===== src/rtl/fetch_unit.sv =====
// ---------------------------------------------------------------------------
// fetch_unit
//   Front end of the 6502 core, sitting directly ahead of the opcode decoder.
//   Walks a 16-bit PC over an 8-bit memory port, works out the instruction
//   length (1..3 bytes) from the opcode's aaabbbcc fields, and assembles the
//   opcode plus up to two operand bytes. The assembled bundle is handed to the
//   decoder on a valid/ready handshake. A redirect from branch/jump
//   resolution flushes any partial bundle and restarts fetch at a new PC.
//
// Ports
//   clk_i          clock
//   rst_i          asynchronous active-high reset
//   mem_req_o      read request, held until mem_ack_i
//   mem_addr_o     read address, stable while mem_req_o=1
//   mem_ack_i      read data valid this cycle (ignored when mem_req_o=0)
//   mem_data_i     read data
//   redirect_i     flush and restart at redirect_pc_i (highest priority)
//   redirect_pc_i  restart PC
//   valid_o        instruction bundle valid
//   ready_i        decoder accepts bundle
//   opcode_o       opcode byte
//   data_o         operand bytes: [7:0] first, [15:8] second, unfetched = 0
//   len_o          instruction length 1..3
//   pc_o           address of the opcode byte
// ---------------------------------------------------------------------------
module fetch_unit #(
  parameter int                ADDR_W   = 16,
  parameter logic [ADDR_W-1:0] RESET_PC = 16'hC000
) (
  input  logic              clk_i,
  input  logic              rst_i,
  output logic              mem_req_o,
  output logic [ADDR_W-1:0] mem_addr_o,
  input  logic              mem_ack_i,
  input  logic [7:0]        mem_data_i,
  input  logic              redirect_i,
  input  logic [ADDR_W-1:0] redirect_pc_i,
  output logic              valid_o,
  input  logic              ready_i,
  output logic [7:0]        opcode_o,
  output logic [15:0]       data_o,
  output logic [1:0]        len_o,
  output logic [ADDR_W-1:0] pc_o
);

  typedef enum logic [1:0] {S_OP, S_LO, S_HI, S_OUT} state_t;

  state_t            r_state;
  state_t            w_next;
  logic              r_run;
  logic [ADDR_W-1:0] r_pc;
  logic [ADDR_W-1:0] r_pc_out;
  logic [7:0]        r_opcode;
  logic [15:0]       r_data;
  logic [1:0]        r_len;
  logic              w_req;
  logic              w_ack;
  logic [1:0]        w_op_len;

  // Instruction length from the aaabbbcc opcode fields (c = op[1:0],
  // b = op[4:2]). The c=00, b=000 column mixes JSR (absolute operand),
  // BRK/RTI/RTS (no operand) and the immediate compares/loads.
  function automatic logic [1:0] insn_len(input logic [7:0] op);
    logic [2:0] b;
    logic [1:0] len;
    b   = op[4:2];
    len = 2'd1;
    case (op[1:0])
      2'b01: len = (b == 3'b011 || b == 3'b110 || b == 3'b111) ? 2'd3 : 2'd2;
      2'b10: begin
        case (b)
          3'b011, 3'b111:         len = 2'd3;
          3'b000, 3'b001, 3'b101: len = 2'd2;
          default:                len = 2'd1;
        endcase
      end
      2'b00: begin
        if (b == 3'b000) begin
          if (op == 8'h20)                                len = 2'd3;
          else if (op == 8'h00 || op == 8'h40 || op == 8'h60) len = 2'd1;
          else                                            len = 2'd2;
        end else begin
          case (b)
            3'b011, 3'b111:         len = 2'd3;
            3'b001, 3'b100, 3'b101: len = 2'd2;
            default:                len = 2'd1;
          endcase
        end
      end
      default: len = 2'd1;  // c=11: illegal opcodes, treated as operand-less
    endcase
    return len;
  endfunction

  assign w_op_len = insn_len(mem_data_i);
  // An ack only counts while a request is actually outstanding.
  assign w_ack    = mem_ack_i & w_req;

  // ---- state register -----------------------------------------------------
  // r_run keeps the request low while in reset and for the clock edge that
  // releases it, so the first request appears one clock after deassertion.
  always_ff @(posedge clk_i or posedge rst_i) begin
    if (rst_i) begin
      r_state <= S_OP;
      r_run   <= 1'b0;
    end else begin
      r_state <= w_next;
      r_run   <= 1'b1;
    end
  end

  // ---- next-state logic ---------------------------------------------------
  // Redirect beats everything, including an ack or a consume in this cycle.
  always_comb begin
    w_next = r_state;
    if (redirect_i) begin
      w_next = S_OP;
    end else begin
      case (r_state)
        S_OP:    if (w_ack) w_next = (w_op_len == 2'd1) ? S_OUT : S_LO;
        S_LO:    if (w_ack) w_next = (r_len == 2'd2) ? S_OUT : S_HI;
        S_HI:    if (w_ack) w_next = S_OUT;
        S_OUT:   if (ready_i) w_next = S_OP;
        default: w_next = S_OP;
      endcase
    end
  end

  // ---- output logic -------------------------------------------------------
  always_comb begin
    w_req      = r_run && (r_state != S_OUT);
    mem_req_o  = w_req;
    mem_addr_o = r_pc;
    valid_o    = (r_state == S_OUT);
    opcode_o   = r_opcode;
    data_o     = r_data;
    len_o      = r_len;
    pc_o       = r_pc_out;
  end

  // ---- fetch datapath -----------------------------------------------------
  // The bundle registers are also reset so that outputs fall back to their
  // reset values the moment rst_i rises, even mid-fetch. PC increments wrap
  // modulo 2^ADDR_W.
  always_ff @(posedge clk_i or posedge rst_i) begin
    if (rst_i) begin
      r_pc     <= RESET_PC;
      r_pc_out <= RESET_PC;
      r_opcode <= 8'h00;
      r_data   <= 16'h0000;
      r_len    <= 2'd1;
    end else if (redirect_i) begin
      r_pc <= redirect_pc_i;
    end else if (w_ack) begin
      case (r_state)
        S_OP: begin
          r_opcode <= mem_data_i;
          r_pc_out <= r_pc;
          r_pc     <= r_pc + ADDR_W'(1);
          r_len    <= w_op_len;
          r_data   <= 16'h0000;
        end
        S_LO: begin
          r_data[7:0] <= mem_data_i;
          r_pc        <= r_pc + ADDR_W'(1);
        end
        S_HI: begin
          r_data[15:8] <= mem_data_i;
          r_pc         <= r_pc + ADDR_W'(1);
        end
        default: ;
      endcase
    end
  end

endmodule


===== config.mk =====
export PLATFORM = sky130hd
export DESIGN_NAME = fetch_unit
export DESIGN_NICKNAME = d
export VERILOG_FILES = /design/src/rtl/fetch_unit.sv
export SDC_FILE = /design/constraint.sdc
export NUM_CORES = 1
export LEC_CHECK = 0
export CAP_MARGIN = 20
export CORE_ASPECT_RATIO = 0.75
export CORE_MARGIN = 2
export CORE_UTILIZATION = 47
export DETAILED_ROUTE_END_ITERATION = 10
export HOLD_SLACK_MARGIN = 0.03
export PLACE_DENSITY_LB_ADDON = 0.3
export SLEW_MARGIN = 20
export SYNTH_ARGS = -nofsm -noshare
export SYNTH_HDL_FRONTEND = slang
export SYNTH_SLANG_ARGS = --single-unit

===== constraint.sdc =====
create_clock -name clk_i -period 2 [get_ports clk_i]
set_input_delay 0.2 -clock clk_i [delete_from_list [all_inputs] [get_ports clk_i]]
set_output_delay 0.2 -clock clk_i [all_outputs]
set_load 0.01 [all_outputs]

Word level (Yosys, flattened, before mapping):

Cells that the tools add are included.

* bits in registers: 61
* latch bits: 0
* memory bits (writable): 0
* memory bits (read-only): 0
* input port bits: 29
* output and inout port bits: 60
* word-level logic and storage cells: 74
* memories: 0

* add/sub/neg operators: 1
* multiply operators: 0
* divide/modulo/power cells: 0
* order comparisons: 0
* eq/ne operators: 21
* shift operators: 0
* muxes and demuxes: 20
* bitwise gates (word level): 2
* reduce and logical (&&, ||, !) cells: 22

Operators with widths (count)
* two-way mux 16 bit: 3
* case mux 8 bit (2 select lines): 2
* two-way mux 2 bit: 9
* adder 16 x 1 -> 16 bit, second input constant: 1
* equality test 8 x 7 -> 1 bit, second input constant: 2
* equality test 3 bit, second input constant: 4
* inequality test 3 bit, second input constant: 3
* AND reduction 3 bit: 3
* OR reduction 3 bit: 3
* equality test 2 bit, second input constant: 4
* equality test 8 x 6 -> 1 bit, second input constant: 1
* zero test 8 bit: 1
* case mux 2 bit (2 select lines): 2
* case mux 2 bit (4 select lines): 1
* nonzero test 2 bit: 4
* equality test 2 x 1 -> 1 bit, second input constant: 3
* case mux 2 bit (3 select lines): 1
* zero test 2 bit: 2
* logical OR 1 bit: 4
* AND reduction 4 bit: 1
* equality test 3 x 1 -> 1 bit, second input constant: 1
* equality test 3 x 2 -> 1 bit, second input constant: 1
* zero test 3 bit: 1
* inequality test 3 x 2 -> 1 bit, second input constant: 1
* 7 further kinds: 8

Depth between registers and ports, before layout:

Gate-level depths: netlist of the first run.

* word-level depth: 12
* depth in mapped cells: 7
* mapped depth without buffers: 6

Worst setup path after synthesis of the first run:

Ideal clock, no wire load.

* path kind: register -> register
* start: reg r_state[1]
* end: reg r_opcode[2], in the netlist opcode_o[2]
* library setup time: 125 ps
* data arrival time: 1744 ps
* data required time: 1875 ps
* slack: 131 ps
* stages on the path, launching flop included: 7
* buffers on the path: 2
* clock period less this slack: 1869 ps
* cell sequence: dfrtp_1 ha_1 and4bb_2 nand2_1 buf_2 buf_6 mux2_2

* longest elaborated chain between the ends: 4
* elaborated cells between the ends (all ways): 5
* classes of those cells: eq/ne: 1; bitwise: 1; reduce/logical: 3

Ends and longest elaborated chain
* start: declaration: line 48 `state_t r_state;`
* start signal: assignment: line 107 `r_state <= w_next;`
* inequality test 2 bit: line 131 `w_req = r_run && (r_state != S_OUT);`
* logical AND 1 bit: line 131
* bitwise AND 1 bit: line 97 `assign w_ack = mem_ack_i & w_req;`
* AND reduction 3 bit (no line) (*)
* end signal: assignment: line 157 `r_opcode <= mem_data_i;`
* end: declaration: line 53 `logic [7:0] r_opcode;`

Mark *: on every way between the ends. The rest lies on a longest branch, timed or not.
A chain may end at the register's enable or synchronous reset.

Worst setup path in the final report of the first run:

* start: reg r_state[1]
* end: out mem_req_o

* longest elaborated chain between the ends: 2

Ends and longest elaborated chain
* inequality test 2 bit: line 131
* logical AND 1 bit: line 131
* end: declaration: line 32 `output logic mem_req_o,`

No other way between the ends.

==> impl_metrics.env, run 1 <==
export IMPL_final_max_slew_viol_count=0
export IMPL_postCtsSetupBuffers=0
export IMPL_syn_nets=294
export IMPL_clk_latency_ns=0.33
export IMPL_vias_per_cell=5.22
export IMPL_grt_pass1_vias=2283
export IMPL_arrival_ns=1.74
export IMPL_ios=89
export IMPL_htreeDepth=3
export IMPL_finalPower_w=0.00506
export IMPL_core_area_sq_um=5860
export IMPL_worstPathMaxFanout=6
export IMPL_leakagePower_nw=1.71
export IMPL_yosysTopAreaCell="dfrtp_1"
export IMPL_drtPass1Iterations=4
export IMPL_outcome="finished, final reports clean"
export IMPL_setup_tns_ns=0
export IMPL_r2r_start="r_state[1]"
export IMPL_yosysWarnings=0
export IMPL_initial_utilization=0.489
export IMPL_hold_buffers=0
export IMPL_netlist_area_leader_share=0.489
export IMPL_grt_pass1_wl_microns=11300
export IMPL_ys_seq_area_frac=0.535
export IMPL_antenna_left=0
export IMPL_cp_start_kind="flip-flop"
export IMPL_grt_max_degree=62
export IMPL_area_delta_synth_final_pct=43.6
export IMPL_layout_drive_gt1_share=0.174
export IMPL_synth_area_top_cells="dfrtp_1 (49%), mux2_2 (9.4%), nand2_1 (5.6%), dfstp_2 (4.6%), o21ai_0 (3.5%)"
export IMPL_std_cell_rows=24
export IMPL_power_density_nw_per_um2=1230
export IMPL_layout_min_cycle_time_ns=1.94
export IMPL_slew_headroom=0.604
export IMPL_synth_edf_count=0
export IMPL_dieWidth_microns=94.1
export IMPL_die_y_microns=71.6
export IMPL_drc=0
export IMPL_async_flop_share=1.00
export IMPL_root_buffer="clkbuf_8"
export IMPL_vias=2303
export IMPL_antenna_found_initial=0
export IMPL_overflow=0
export IMPL_reg2reg_to="r_state[0]"
export IMPL_synthTopCellsByCount="dfrtp_1 (56), nand2_1 (43), mux2_2 (24)"
export IMPL_syn_area_sq_um=2860
export IMPL_endpoint_kind="output port"
export IMPL_postSynthCellCount=258
export IMPL_drv_cap=0
export IMPL_ys_types=47
export IMPL_yosysMostFrequentCell="dfrtp_1"
export IMPL_dr_first_iter_drc_count=154
export IMPL_post_route_period_util=0.968
export IMPL_ys_ff_latch=61
export IMPL_tightestPinTransition_ns=0.589
export IMPL_fin_worst_skew_ns=0.00769
export IMPL_fillers=438
export IMPL_track_usage=0.220
export IMPL_diodes=0
export IMPL_holdCritPathClass="in2async"
export IMPL_r2r_cells=6
export IMPL_regArea_sq_um=1530
export IMPL_post_cts_resized=0
export IMPL_hold_viol_final=0
export IMPL_clockBufferDepth=2
export IMPL_setup_violations=0
export IMPL_cts_sinks=61
export IMPL_clk_pin_slew_ns=0.07
export IMPL_cts_tree="built"
export IMPL_multi_input_area_sq_um=1260
export IMPL_ys_flop_type="dfrtp_1"
export IMPL_place_gp_congestion=0.876
export IMPL_portBuffers=88
export IMPL_wl_microns=6950
export IMPL_critPathKind="reg2out"
export IMPL_numCtsBuffers=9
export IMPL_dieArea_sq_um=6740
export IMPL_crit_required_ns=1.80
export IMPL_wire_per_inst_microns=15.8
export IMPL_rsz0062_at_grt="false"
export IMPL_clock_fmax_ghz=0.516
export IMPL_syn_avg_cell_area_sq_um=11.1
export IMPL_place_hpwl_microns=5020
export IMPL_irDropWorstVdd_mv=0.664
export IMPL_rrSetupSlack_ns=0.14
export IMPL_nets=395
-- cell usage in the layout, fill, tap and decap left out, types with 4 or more instances in the layout --
cell / Yosys / routed
a21oi_1: 4 / 4
a22o_1: 9 / 9
buf_4: 0 / 13
clkbuf_8: 0 / 11
clkdlybuf4s50_1: 0 / 88
dfrtp_1: 56 / 56
dfstp_2: 5 / 5
ha_1: 7 / 6
inv_1: 7 / 6
mux2_2: 24 / 24
nand2_1: 43 / 43
nand3_1: 4 / 4
nand4_1: 5 / 5
nor2_1: 4 / 4
o21ai_0: 20 / 20
xnor2_1: 6 / 6
xor2_1: 4 / 4
-- through the flow --
stage | hold slack (ns) | cell area (sq um) | setup WS, ns | cells | utilization
global route | 0.271 | 4110 | 0.000980 | 441 | 0.702
global placement | 0.468 | 3910 | 0.224 | 426 | 0.667
finish | 0.235 | 4110 | 0.0634 | 441 | 0.702
detailed placement | 0.475 | 3910 | 0.136 | 426 | 0.667
CTS | 0.264 | 4100 | 0.0219 | 441 | 0.701
floorplan | 0.320 | 2860 | 0.131 | 258 | -
-- layer usage --
metal,track usage,vias to the layer above,part of all wire
met5,0,-,0
met4,0.0709,0,0.014
met3,0.0631,8,0.067
met2,0.315,81,0.44
met1,0.325,1083,0.47
li1,-,1131,-
-- power by group --
part           switching, W  total [W]  internal, W
registers          0.000286    0.00197      0.00169
clock network      0.000459    0.00109     0.000632
logic              0.000796    0.00199      0.00120
-- how the worst max path moves through the flow --
stage | start | to | slack [ns] | cells past startpoint
CTS | r_state[1] | mem_req_o | 0.02 | 3
global placement | redirect_i | opcode_o[2] | 0.22 | 5
detailed placement | r_state[1] | r_state[0] | 0.14 | 6
finish | r_state[1] | mem_req_o | 0.06 | 3
global route | r_state[1] | r_state[1] | 0.001 | 6
floorplan | r_state[1] | opcode_o[2] | 0.13 | 6
-- registers in the layout (all words and copies together) (netlist names) --
name / cells
data_o: 16
mem_addr_o: 16
pc_o: 16
opcode_o: 8
len_o: 2
r_state: 2
r_run: 1
-- worst max-delay path, cell delays in order (launching register included) --
cell and delay [ns]:
dfrtp_1 0.45, ha_2 0.23, nor2b_1 0.16, clkdlybuf4s50_1 0.56
-- cells by family (layout without fill, tap and decap cells) --
kind of cell             after synthesis  count (layout)  synth area share
adder cells (fa/ha/maj)                7               7            0.0306
AO/OA/AOI/OAI                         49              49             0.115
AND/OR/NAND/NOR                       85              85             0.157
multiplexers                          26              26             0.101
flip-flops                            61              61             0.535
buffers and inverters                 19             124            0.0284
other                                  1               1           0.00131
XOR/XNOR                              10              10            0.0306
-- cell type report --
class,count,area share
clock buffer,11,0.0368
multi-input combinational,178,0.306
sequential,61,0.373
inverter,7,0.00639
clock inverter,4,0.0116
tap,78,0.0237
timing repair buffer,102,0.243
No activity file was read; power rests on OpenSTA's default activity.
==> run 2, diff against run 1 <==
MAX_ROUTING_LAYER = met4   (was default)
==> run 2 against run 1 <==
Compared with the run above:
- register-to-register slack is essentially flat
- wire length grew 0.39%
- combinational power is essentially flat
- clock skew grew 0.00080 ns
- cell count is the same
- global-route usage grew 0.59 points
- non-clock buffer count is the same
- critical path depth is the same
- maximum frequency grew 0.46%
- largest power group unchanged
==> impl_metrics.env, run 2 (synthesized netlist as in run 1, its figures left out) <==
export IMPL_ios=89
export IMPL_crit_required_ns=1.80
export IMPL_portBuffers=88
export IMPL_place_gp_congestion=0.890
export IMPL_final_cell_mix="clkdlybuf4s50_1 (88), dfrtp_1 (56), nand2_1 (43)"
export IMPL_antenna_left=0
export IMPL_post_route_period_util=0.964
export IMPL_arrival_ns=1.73
export IMPL_postCtsSetupBuffers=0
export IMPL_irDropWorstVdd_mv=0.664
export IMPL_power_density_nw_per_um2=1230
export IMPL_fillers=438
export IMPL_dr_first_iter_drc_count=164
export IMPL_dieWidth_microns=94.1
export IMPL_place_hpwl_microns=5020
export IMPL_clock_fmax_ghz=0.519
export IMPL_hold_viol_final=0
export IMPL_wl_microns=6970
export IMPL_finalPower_w=0.00506
export IMPL_vias=2330
export IMPL_cp_num_buf_inv=2
export IMPL_cp_slowest_cell="clkdlybuf4s50_1"
export IMPL_setup_violations=0
export IMPL_critPathKind="reg2out"
export IMPL_vias_per_cell=5.28
export IMPL_final_max_slew_viol_count=0
export IMPL_cp_start_kind="flip-flop"
export IMPL_root_buffer="clkbuf_8"
export IMPL_setup_tns_ns=0
export IMPL_place_area_sq_um=3910
export IMPL_die_y_microns=71.6
export IMPL_drtPass1Iterations=4
export IMPL_drv_cap=0
export IMPL_outcome="finished, final reports clean"
export IMPL_holdCritPathClass="in2async"
export IMPL_track_usage=0.226
export IMPL_crit_family="buffers and inverters"
export IMPL_grt_pass1_wl_microns=11300
export IMPL_cts_sinks=61
export IMPL_diodes=0
export IMPL_area_delta_synth_final_pct=43.6
export IMPL_overflow=0
export IMPL_numCtsBuffers=9
export IMPL_rsz0062_at_grt="false"
export IMPL_grt_pass1_vias=2287
export IMPL_wire_per_inst_microns=15.8
export IMPL_htreeDepth=3
export IMPL_clk_pin_slew_ns=0.07
export IMPL_clockBufferDepth=2
export IMPL_antenna_found_initial=0
export IMPL_dieArea_sq_um=6740
export IMPL_grt_max_degree=62
export IMPL_core_area_sq_um=5860
export IMPL_drc=0
export IMPL_fin_worst_skew_ns=0.00848
export IMPL_worstPathMaxFanout=6
export IMPL_clk_latency_ns=0.33
export IMPL_layout_cells_most_common="clkdlybuf4s50_1"
export IMPL_nets=395
export IMPL_std_cell_rows=24
export IMPL_post_route_cell_area_sq_um=4110
export IMPL_tightestPinTransition_ns=0.608
export IMPL_endpoint_kind="output port"
export IMPL_cp_cell_sequence="ha_2, buf_4, clkdlybuf4s50_1"
export IMPL_layout_min_cycle_time_ns=1.93
export IMPL_leakagePower_nw=1.71
export IMPL_cts_tree="built"
export IMPL_max_stage_delay_ns=0.54
export IMPL_slew_headroom=0.592
export IMPL_layout_drive_gt1_share=0.174
export IMPL_initial_utilization=0.489
## run 2: cell counts in the layout (fill, tap and decap cells not counted)
Identical to the previous run, type by type.
## run 2: layer usage
layer,global-route usage,up-vias,share of wire
li1,-,1130,-
met1,0.325,1117,0.49
met2,0.315,77,0.44
met3,0.0526,6,0.061
met4,0.0805,0,0.010
met5,-,-,0
## run 2: worst paths after layout
path                                       end  slack (ns)  cells after the start             start
worst max-delay path                   valid_o        0.07                      3        r_state[1]
worst min-delay path                 data_o[0]        0.25                      3             rst_i
worst max register to register      r_state[0]        0.13                      6        r_state[1]
worst min register to register      data_o[15]        0.48                      2        data_o[15]
max in group asynchronous       mem_addr_o[15]        1.42                      3             rst_i
min in group clk_i               mem_addr_o[2]        0.43                      3  redirect_pc_i[2]
## run 2: tightest hold or removal path, delay by kind of cell
kind | cells | cell delay, ns
buffers and inverters | 3 | 0.78
## run 2: metrics by stage
step	cells	util	hold WS [ns]	setup slack [ns]
2_1_floorplan	258	-	0.320	0.131
3_3_place_gp	426	0.667	0.468	0.224
5_1_grt	441	0.702	0.275	0.000989
6_report	441	0.702	0.253	0.0722
4_1_cts	441	0.701	0.264	0.0219
3_5_place_dp	426	0.667	0.475	0.136
## run 2: repair_timing
| item | CTS | global route |
|---|---|---|
| hold buffers | 0 | 0 |
| endpoints found under the setup margin | 0 | 3 |
| gates resized for setup | 0 | 2 |
| endpoints found under the hold margin | 0 | 0 |
## run 2: final cells by class
type / instances / area (sq um) / share of cell area
Inverter: 7 / 26.3 / 0.00639
Clock inverter: 4 / 47.5 / 0.0116
Timing Repair Buffer: 102 / 998 / 0.243
Sequential cell: 61 / 1530 / 0.373
Multi-Input combinational cell: 178 / 1260 / 0.306
Clock buffer: 11 / 151 / 0.0368
Tap cell: 78 / 97.6 / 0.0237
## run 2: report_power, final
part | internal [W] | switching, W | leakage, nW
combinational | 0.00120 | 0.000795 | 0.854
clock | 0.000632 | 0.000460 | 0.101
sequential | 0.00169 | 0.000287 | 0.757
total | 0.00352 | 0.00154 | 1.71
